--- src/rtl/player_laser_pkg.sv ---
// Shared definitions for the player laser controller.
//
// Holds the one-hot state encoding for the laser FSM and the play-field
// border constants. The player ship block uses the same border values.
package player_laser_pkg;

    // One-hot laser FSM states
    typedef enum logic [2:0] {
        IDLE   = 3'b001,
        FLYING = 3'b010,
        DONE   = 3'b100
    } laser_state_t;

    // Play-field borders, in pixels
    localparam logic [9:0] LEFT_BORDER  = 10'd9;
    localparam logic [9:0] RIGHT_BORDER = 10'd630;
    localparam logic [9:0] TOP_BORDER   = 10'd8;

endpackage

--- src/rtl/player_laser.sv ---
// Single-shot player laser controller.
//
// Takes the player's fire request and gun column, launches one laser and
// moves it up by speed_p pixels on every frame tick. A hit from the enemy
// grid, or reaching the top border, ends the shot. The block then spends
// one cycle in DONE and returns to IDLE.
//
// Optional feature (macro PLAYER_LASER_COOLDOWN_EN): after every shot an
// 8-bit counter loads cooldown_p. The counter counts frame ticks while the
// game is not frozen. No new shot is accepted until it reaches zero.
//
// Ports:
//   clk_i           clock
//   reset_ni        asynchronous active-low reset
//   fire_i          fire request from the player (level, edge-detected here)
//   gun_pos_i       gun x position, latched at launch
//   frame_tick_i    one-cycle pulse per video frame
//   freeze_i        game paused; the laser holds its position
//   enemy_hit_i     collision from the enemy grid (level)
//   laser_active_o  laser visible and in flight
//   laser_x_o       laser column
//   laser_y_top_o   top row of the laser
//   laser_y_bot_o   bottom row (y_top + length_p - 1)
//   shot_fired_o    one-cycle pulse on launch
//   hit_enemy_o     one-cycle pulse on hit
//   missed_o        one-cycle pulse when the laser leaves at the top
//   ready_o         a new shot can be launched
//   laser_red_o / laser_green_o / laser_blue_o  constant colour fields
//   state_o         present FSM state, for debug
module player_laser
    import player_laser_pkg::*;
#(
    parameter logic [11:0] color_p      = 12'hF00,
    parameter logic [9:0]  start_y_p    = 10'd440,
    parameter logic [9:0]  length_p     = 10'd16,
    parameter logic [9:0]  speed_p      = 10'd8,
    parameter logic [9:0]  top_border_p = TOP_BORDER,
    parameter logic [7:0]  cooldown_p   = 8'd15
) (
    input  logic       clk_i,
    input  logic       reset_ni,
    input  logic       fire_i,
    input  logic [9:0] gun_pos_i,
    input  logic       frame_tick_i,
    input  logic       freeze_i,
    input  logic       enemy_hit_i,
    output logic       laser_active_o,
    output logic [9:0] laser_x_o,
    output logic [9:0] laser_y_top_o,
    output logic [9:0] laser_y_bot_o,
    output logic       shot_fired_o,
    output logic       hit_enemy_o,
    output logic       missed_o,
    output logic       ready_o,
    output logic [3:0] laser_red_o,
    output logic [3:0] laser_green_o,
    output logic [3:0] laser_blue_o,
    output logic [2:0] state_o
);

    laser_state_t state_q, state_d;
    logic [9:0]   x_q, x_d;
    logic [9:0]   y_q, y_d;
    logic         fire_q;
    logic         fire_rise;
    logic         cool_ok;
    logic         shot, hit, miss;

    assign fire_rise = fire_i & ~fire_q;

`ifdef PLAYER_LASER_COOLDOWN_EN
    logic [7:0] cool_q;

    // Loads on entry to DONE, then counts unfrozen frame ticks down to zero
    always_ff @(posedge clk_i or negedge reset_ni) begin
        if (!reset_ni) begin
            cool_q <= 8'd0;
        end else if (state_d == DONE && state_q != DONE) begin
            cool_q <= cooldown_p;
        end else if (frame_tick_i && !freeze_i && cool_q != 8'd0) begin
            cool_q <= cool_q - 8'd1;
        end
    end

    assign cool_ok = (cool_q == 8'd0);
`else
    logic unused_cooldown;
    assign unused_cooldown = ^cooldown_p;
    assign cool_ok         = 1'b1;
`endif

    // fire_q resets high so that a fire held through reset does not shoot
    always_ff @(posedge clk_i or negedge reset_ni) begin
        if (!reset_ni) begin
            state_q <= IDLE;
            x_q     <= 10'd0;
            y_q     <= start_y_p;
            fire_q  <= 1'b1;
        end else begin
            state_q <= state_d;
            x_q     <= x_d;
            y_q     <= y_d;
            fire_q  <= fire_i;
        end
    end

    // Next state, position update and the launch, hit and miss pulses.
    // The border compare comes before the subtract, so y never wraps.
    always_comb begin
        state_d = state_q;
        x_d     = x_q;
        y_d     = y_q;
        shot    = 1'b0;
        hit     = 1'b0;
        miss    = 1'b0;
        case (state_q)
            IDLE: begin
                if (fire_rise && !freeze_i && cool_ok) begin
                    state_d = FLYING;
                    x_d     = gun_pos_i;
                    y_d     = start_y_p;
                    shot    = 1'b1;
                end
            end
            FLYING: begin
                if (!freeze_i) begin
                    if (enemy_hit_i) begin
                        hit     = 1'b1;
                        state_d = DONE;
                    end else if (frame_tick_i && (y_q < top_border_p + speed_p)) begin
                        miss    = 1'b1;
                        state_d = DONE;
                    end else if (frame_tick_i) begin
                        y_d = y_q - speed_p;
                    end
                end
            end
            DONE: begin
                state_d = IDLE;
                y_d     = start_y_p;
            end
            default: begin
                state_d = IDLE;
                y_d     = start_y_p;
            end
        endcase
    end

    assign laser_active_o = (state_q == FLYING);
    assign laser_x_o      = x_q;
    assign laser_y_top_o  = y_q;
    assign laser_y_bot_o  = y_q + length_p - 10'd1;
    assign shot_fired_o   = shot;
    assign hit_enemy_o    = hit;
    assign missed_o       = miss;
    assign ready_o        = (state_q == IDLE) && cool_ok;
    assign laser_red_o    = color_p[11:8];
    assign laser_green_o  = color_p[7:4];
    assign laser_blue_o   = color_p[3:0];
    assign state_o        = state_q;

endmodule

--- config.mk ---
export PLATFORM = sky130hd
export DESIGN_NAME = player_laser
export DESIGN_NICKNAME = d
export VERILOG_FILES = /design/src/rtl/player_laser_pkg.sv /design/src/rtl/player_laser.sv
export SDC_FILE = /design/constraint.sdc
export NUM_CORES = 1
export LEC_CHECK = 0
export CELL_PAD_IN_SITES_DETAIL_PLACEMENT = 0
export CELL_PAD_IN_SITES_GLOBAL_PLACEMENT = 1
export CORE_ASPECT_RATIO = 1.5
export CORE_UTILIZATION = 30
export CTS_BUF_LIST = sky130_fd_sc_hd__clkbuf_2
export DETAILED_ROUTE_END_ITERATION = 12
export PLACE_DENSITY = 0.92
export SLEW_MARGIN = 10
export SYNTH_ARGS = -nofsm -noshare
export SYNTH_HDL_FRONTEND = slang
export SYNTH_SLANG_ARGS = --single-unit
export TNS_END_PERCENT = 50
--- constraint.sdc ---
create_clock -name clk_i -period 2.3 [get_ports clk_i]
set_clock_uncertainty 0.15 [all_clocks]
set_input_delay 0.575 -clock clk_i [delete_from_list [all_inputs] [get_ports clk_i]]
set_output_delay 0.575 -clock clk_i [all_outputs]
set_load 0.05 [all_outputs]
# Word-level counts from Yosys, hierarchy flattened
# Index checks and enable logic that the tools add are counted.
[totals]
out_inout_bits = 50
inputBits = 16
wordCells = 44
register_bits = 24
[classes]
n_eq_ne = 8
addsub = 3
n_reduce_logical = 6
bitwise_logic = 2
muxes = 20
magnitude_cmp = 1
[ops]
columns = ["cell", "n"]
rows = [
  ["two-way mux 10 bit", 5],
  ["case mux 10 bit (2 select lines)", 1],
  ["two-way mux 3 bit", 4],
  ["adder 10 x 5 -> 10 bit (second input constant)", 1],
  ["< comparator 10 x 5 -> 1 bit (second input constant)", 1],
  ["subtractor 10 x 1 -> 10 bit (second input constant)", 1],
  ["subtractor 10 x 4 -> 10 bit (second input constant)", 1],
  ["two-way mux 1 bit", 9],
  ["inequality test 2 bit (second input constant)", 4],
  ["case mux 3 bit (2 select lines)", 1],
  ["AND reduction 5 bit", 1],
  ["equality test 3 x 1 -> 1 bit (second input constant)", 1],
  ["equality test 3 x 2 -> 1 bit (second input constant)", 1],
  ["inequality test 3 x 2 -> 1 bit (second input constant)", 1],
  ["AND reduction 3 bit", 1],
  ["logical AND 1 bit", 2],
  ["inequality test 2 x 1 -> 1 bit (second input constant)", 1],
  ["AND reduction 2 bit", 1],
  ["bitwise AND 1 bit", 1],
  ["zero test 1 bit", 1],
  ["inverter 1 bit", 1],
]

# Logic depth before layout (Yosys ltp)
# Gate-level depths: netlist of the first run.
[logic_depth]
ltp_word = 6
ltp_mapped = 6
mapped_depth_nobuf = 6

# Worst setup path after synthesis of the first run
# No wires, ideal clock.
[synth_path]
path_kind = "register to output"
startpoint = "register state_q[0], in the netlist state_o[0]"
endpoint = "output shot_fired_o"
t_arrival_ps = 2318
stages_incl_launch_ff = 5
required_ps = 1575
slack_ps = -743
n_path_buf = 1
path_cell_list = "dfstp_2 > nor3b_2 > nand3_1 > buf_2 > inv_1"
[synth_via]
elab_chain_cells = 2
[synth_lines]
columns = ["element", "line_no", "rtl"]
rows = [
  ["start: declaration", "player_laser.sv:61", "laser_state_t state_q, state_d;"],
  ["start signal: assignment", "player_laser.sv:100", "state_q <= state_d;"],
  ["equality test 3 x 1 -> 1 bit", "n/a", ""],
  ["named net ready_o", "player_laser.sv:54", "output logic ready_o,"],
  ["two-way mux 1 bit", "player_laser.sv:116", "case (state_q)"],
  ["end: declaration", "player_laser.sv:51", "output logic shot_fired_o,"],
]
# The timed path passes the listed nets, and every way through them passes these cells.

# Worst setup path after layout of the first run
[layout_path]
startpoint = "register state_q[2], in the netlist state_o[2]"
endpoint = "output missed_o"
[layout_via]
elab_chain_cells = 2
[layout_lines]
columns = ["element", "line_no", "rtl"]
rows = [
  ["equality test 3 x 2 -> 1 bit", "player_laser.sv:116", ""],
  ["two-way mux 1 bit", "player_laser.sv:116", ""],
  ["end: declaration", "player_laser.sv:53", "output logic missed_o,"],
]
# Every way passes these cells.

==> out/summary.txt, run 1 <==
Status = complete, but fails checks
Failing checks = setup timing
Yosys reg bits = 21
P_int = 850 uW
Reg clk slew, reported paths = 0.21 ns
Most common library cell in the layout ignoring fill and taps = buf_4
Fin crit period = 2.41 ns
Startpoint Class = flip-flop
Mapped cell area = 1280 um2
Synth-to-layout area growth = 82.6%
Share of total power in the clock network = 10.8%
Die ar. = 4530 um2
Unrepaired setup endpoints after global routing = yes
Layout Cells excl Fill = 240
Vias in the first global route = 1132
Syn Area/Cell = 10.7 um2
CTS Buf Count = 3
R2r setup slk = 0.35 ns
R2r endpoint = laser_y_top_o[6]$_DFFE_PN0P_
Io pins = 66
DIE WIDTH = 55.3 um
Hold_sp = laser_x_o[9]$_DFFE_PN0P_
Total number of vias = 1156
Area of the multi-input gates = 831 um2
Most frequent CP cell = nor2_4
Post-DRT Antenna Nets = 0
Worst IR Drop VDD = 0.000539 V
Core Box Area = 4030 um2
Unique masters post-synth = 42
Sw Share = 44.4%
DP HPWL = 2320 um
Placer congestion estimate = 0.813
Worst-Margin Slew = 0.590 ns
Worst-path cell chain = or3b_4, nor2_4, nand4_1, nor2_4, buf_12
Setup WS post-layout = -0.110 ns
TritonCTS clock tree = done
Hold-fix buffers, CTS = 0
R2r startpoint = laser_y_top_o[5]$_DFFE_PN1P_
Register area = 538 um2
Buffers added on ports = 47
Post-Synthesis Cells = 120
Relative slew margins = 60.3%
Cell taking the most area after synthesis = dfrtp_1
H-tree depth = 1
M3 GR Usage = 2.52%
CP Data Arrival Time = 1.69 ns
Crit. End Element = output pin
Largest stage delay on the critical path = 0.45 ns
Max Cap Viol = 0
Drt first pass iters = 4
Final hold violation count = 0
Placement Rows = 28
Vias per cell = 4.82
Fin util = 58.0%
Synth area leaders = dfrtp_1 27%, dfstp_2 14%, buf_4 11%
Global Route met1 Usage = 16.3%
Sw power = 678 uW
Routed Wire Length = 3350 um
Hold_ws = 0.383 ns
CP max stage cell = dfrtp_2
Final Cell Area = 2330 um2
Type of the most critical hold path = reg -> reg
Starting Density = 31.7%
Async S/R FF share, synth = 100%
Hold Crit Depth = 1
Register area share after synthesis = 41.8%
Power density cells = 655 nW/um2
CP Buf/Inv Count = 1
Fin nets = 215
Busiest layer in global routing = met2
Worst setup path class = reg -> out
Filler Cells Inserted = 346
Synth warn = 0
Global Route Usage Sum = 15.6%
Fraction of layout cells with a size suffix above 1 = 51.8%
Clock root buffer master = clkbuf_2
Clock latency on the worst-skew pair = 0.33 ns
Synth Flop Type = dfrtp_1
Leakage Power = 0.00107 uW
Flop pwr share = 31.1%
Combinational share of power = 58.2%
Routed len/inst = 14.0 um
Placed Instances = 217
GRT overflow = 0
Worst Reg-to-Reg Cells = 6
Residual DRC = 0
Pin count of the biggest net entering global routing = 22
WHS Endpoint = laser_x_o[9]$_DFFE_PN0P_
Slew Viols, Final = 0
Iter 0 DRT Violations = 17
Fmax = 415 MHz
Top fanout value on the critical path = 3
Max Buffers Root-to-Sink = 2
Most frequent cells in the layout = 33 x buf_4, 18 x conb_1, 18 x clkdlybuf4s50_1, 15 x buf_12, 11 x dfrtp_1
Initial antenna violation count = 0
Synth top area share = 27.4%
Critical Path RT = 1.57 ns
Met2 GRT Util = 30.6%
# clock sinks = 21
Final setup vio count = 4
CP delay by family, top = simple AND/OR/NAND/NOR gates
Final Cycle Share = 105%
Placed inst area = 2000 um2
Die height = 82.0 um
Post-synth EDFFs = 0
First-pass GRT wire length = 5550 um
# diodes = 0
## worst reg2reg max path: stages (launching register included)
cell and delay, ns:
dfstp_2 0.60, buf_4 0.14, nor4_4 0.05, buf_4 0.15, a211oi_4 0.40, o211ai_1 0.14, a32o_1 0.22
## cells in the mapped netlist (3+ instances only)
master   number
a21oi_1       3
and3_1        4
buf_2         3
buf_4        18
dfrtp_1      14
dfstp_2       7
ha_1          3
inv_1         7
mux2_2       10
nand3_1       6
nand4_1       3
nor2_1        5
xnor2_1       4
## routing by layer
| metal | vias to the layer above | wire, um | part of all wire [%] |
|---|---|---|---|
| met5 | - | 0 | 0 |
| met4 | 0 | 26 | 0.78 |
| met3 | 2 | 189 | 5.6 |
| met2 | 57 | 1920 | 57 |
| met1 | 561 | 1210 | 36 |
| li1 | 536 | - | - |
## worst max path at each step
stage,startpoint,end,depth (start not counted)
after floorplan,state_o[0]$_DFFE_PN1P_,shot_fired_o,4
after global placement,freeze_i,missed_o,5
after detailed placement,freeze_i,missed_o,5
after CTS,state_o[0]$_DFFE_PN1P_,missed_o,5
after global routing,state_o[2]$_DFFE_PN0P_,missed_o,5
final,state_o[2]$_DFFE_PN0P_,missed_o,5
## area by class of cell
type,instances,area share [%]
Multi-Input combinational cell,86,35.6
Clock buffer,4,0.857
Inverter,7,1.39
Tap cell,45,2.41
Timing Repair Buffer,77,36.7
Sequential cell,21,23.0
## cells by family (layout without fill, tap and decap cells)
kind of cell | after synthesis | count (layout) | synth area share [%]
flops | 21 | 21 | 41.8
fa+ha+maj | 3 | 3 | 2.94
xor+xnor | 5 | 5 | 3.42
simple gates | 29 | 29 | 15.0
buf+inv | 29 | 88 | 14.7
compound gates | 21 | 21 | 12.8
mux | 10 | 10 | 8.81
other cells | 2 | 18 | 0.587
## metrics by stage
stage | total power (uW) | setup slack, ns | TNS, ns
detailed placement | 1290 | -0.132 | -0.648
CTS | 1490 | -0.137 | -0.352
global placement | 1280 | -0.0916 | -0.262
finish | 1530 | -0.110 | -0.128
floorplan | 1010 | -0.314 | -0.939
global route | 1590 | -0.205 | -0.713
## power groups by stage
stage,sequential [uW],clock [uW],combinational (uW)
detailed placement,489,0,806
CTS,476,170,844
global route,484,178,926
global placement,484,0,799
floorplan,709,0,299
finish,475,165,889
## registers in the layout, indices dropped and copies added, names as in the netlist
signal         cells
laser_y_top_o      7
state_o            3
fire_q             1
laser_x_o         10
## what timing repair did
item | in CTS | in global routing
endpoints found under the setup margin | 10 | 16
gates resized for setup | 18 | 18
pin swaps | 10 | 9
setup buffers | 12 | 7
Power figures use the tool's default switching activity.
==> inputs of run 2 (changes only) <==
CORE_ASPECT_RATIO = default   (was 1.5)
CORE_UTILIZATION = 27   (was 30)
PLACE_DENSITY = 0.88   (was 0.92)
clock period = 2 ns   (was 2.3 ns; I/O delays follow)
==> run 2 against run 1 <==
Net effect:
- the run still ends with setup timing left
- critical path depth unchanged
- cell count up 6.3%
- die area up 11%
- largest cell class unchanged
==> out/summary.txt, run 2 (synthesis gave the netlist of run 1 again) <==
Fmax = 424 MHz
Layout Cells excl Fill = 255 (+6.3%)
Routed len/inst = 13.4 um (-4.1%)
Failing checks = setup timing
Core Box Area = 4440 um2 (+10%)
CP delay by family, top = simple AND/OR/NAND/NOR gates
Most common library cell in the layout ignoring fill and taps = buf_4
Final Cycle Share = 118%
CTS Buf Count = 3 (unchanged)
Type of the most critical hold path = in -> async
Leakage Power = 0.00109 uW (+1.5%)
Filler Cells Inserted = 376 (+8.7%)
Clock latency on the worst-skew pair = 0.32 ns (about the same)
Top fanout value on the critical path = 3 (unchanged)
Worst IR Drop VDD = 0.000370 V (-31%)
Hold_ws = 0.340 ns (-0.0435 ns)
Routed Wire Length = 3410 um (+1.9%)
Die height = 70.8 um (-14%)
Fin nets = 223 (+3.7%)
DIE WIDTH = 70.8 um (+28%)
Placement Setup Slack = -0.331 ns (-0.199 ns)
Max reg flops = 10 (unchanged)
Synth-to-layout area growth = 93.0%
Global Route Usage Sum = 13.2% (-2.4 points)
CP Buf/Inv Count = 1 (unchanged)
R2r startpoint = state_o[2]$_DFFE_PN0P_
Hold-fix buffers, CTS = 0 (unchanged)
Power density cells = 704 nW/um2 (+7.5%)
CP Data Arrival Time = 1.71 ns (+0.02 ns)
Crit. End Element = output pin
Slew Viols, Final = 0 (unchanged)
Initial antenna violation count = 0 (unchanged)
CP max stage cell = dfrtp_2
Setup TNS = -3.00 ns (-2.87 ns)
Drt first pass iters = 6 (+2)
Reg clk slew, reported paths = 0.21 ns (about the same)
Setup WS post-layout = -0.357 ns (-0.246 ns)
Post-DRT Antenna Nets = 0 (unchanged)
Placed inst area = 2170 um2 (+8.5%)
Max Buffers Root-to-Sink = 2 (unchanged)
Max Cap Viol = 0 (unchanged)
Final hold violation count = 0 (unchanged)
Die ar. = 5020 um2 (+11%)
Iter 0 DRT Violations = 64 (+47)
Largest stage delay on the critical path = 0.46 ns (about the same)
Starting Density = 28.8% (-3.0 points)
Placer congestion estimate = 0.811 (-0.22%)
Status = complete, but fails checks
Relative slew margins = 60.1% (-0.16 points)
Worst-Margin Slew = 0.593 ns (+0.00238 ns)
Buffers added on ports = 47 (unchanged)
Clock root buffer master = clkbuf_2
# clock sinks = 21 (unchanged)
GRT overflow = 0 (unchanged)
R2r setup slk = 0.07 ns (-0.28 ns)
Worst-path cell chain = or3b_4, nor2_4, nand4_1, nor2_4, buf_12
Fin crit period = 2.36 ns
Total number of vias = 1152 (-0.35%)
Vias per cell = 4.52 (-6.2%)
Io pins = 66 (unchanged)
Placement Rows = 24 (-14%)
R2r endpoint = laser_y_top_o[7]$_DFFE_PN1P_
First-pass GRT wire length = 5310 um (-4.2%)
Startpoint Class = flip-flop
Final Cell Area = 2470 um2 (+5.7%)
Placed Instances = 236 (+8.8%)
Pin count of the biggest net entering global routing = 22 (unchanged)
# diodes = 0 (unchanged)
H-tree depth = 1 (unchanged)
Worst Reg-to-Reg Cells = 9 (+3)
Most frequent cells in the layout = 38 x buf_4, 19 x buf_12, 18 x conb_1, 15 x clkdlybuf4s50_1, 13 x buf_6
Vias in the first global route = 1126 (-0.53%)
Residual DRC = 0 (unchanged)
Worst setup path class = reg -> out
DP HPWL = 2330 um (+0.51%)
Final setup vio count = 13 (+9)
TritonCTS clock tree = done
Fraction of layout cells with a size suffix above 1 = 59.1% (+7.3 points)
Most frequent CP cell = nor2_4
Critical Path RT = 1.35 ns (-0.22 ns)
Unrepaired setup endpoints after global routing = yes
## run 2: cell count changes in the layout (fill, tap and decap cells not counted), moves of 2 or more
cell / change
buf_12: +4
buf_4: +5
buf_6: +9
clkdlybuf4s50_1: -3
dfstp_2: -2
dfstp_4: +2
dlymetal6s2s_1: -6
## run 2: worst max path at each step
stage | from | endpoint | slack (ns) | cells past startpoint
2_1_floorplan | state_o[0]$_DFFE_PN1P_ | shot_fired_o | -0.54 | 4
3_5_place_dp | freeze_i | laser_y_top_o[3]$_DFFE_PN1P_ | -0.33 | 5
4_1_cts | state_o[2]$_DFFE_PN0P_ | missed_o | -0.38 | 5
3_3_place_gp | freeze_i | laser_y_top_o[6]$_DFFE_PN0P_ | -0.31 | 5
5_1_grt | state_o[2]$_DFFE_PN0P_ | missed_o | -0.47 | 5
6_report | state_o[2]$_DFFE_PN0P_ | missed_o | -0.36 | 5
## run 2: per-layer routing
metal | up-vias | track usage (%) | wire [um]
met1 | 565 | 16.0 | 1400
li1 | 553 | - | -
met3 | 2 | 3.42 | 128
met4 | 0 | 2.67 | 27
met5 | - | 0 | 0
met2 | 32 | 23.7 | 1850
## run 2: metrics by stage
step | total power, uW | utilization [%]
3_3_place_gp | 1480 | 48.7
4_1_cts | 1720 | 52.5
5_1_grt | 1820 | 55.5
3_5_place_dp | 1490 | 48.7
6_report | 1740 | 55.5
2_1_floorplan | 1160 | -
## run 2: power by group
group          total (uW)  switching, uW  internal [uW]
Sequential            559           52.6            506
Combinational        1000            597            406
Clock                 175            129           45.3
Total                1740            779            958
## run 2: layout make-up
type                    count  area (um2)  area share (%)
clock buffers               3        15.0           0.609
clock inverters             1        5.00           0.203
inverters                   7        35.0            1.42
multi-input cells          86         840            34.0
flip-flops and latches     21         546            22.1
well taps                  52        65.1            2.64
repair buffers             85         962            39.0
## run 2: repair_timing
action | 4_1_cts | 5_1_grt
hold endpoints to repair | 0 | 0
pin swaps | 5 | 9
setup endpoints to repair | 12 | 17
buffers inserted | 5 | 11
gates resized for setup | 23 | 12
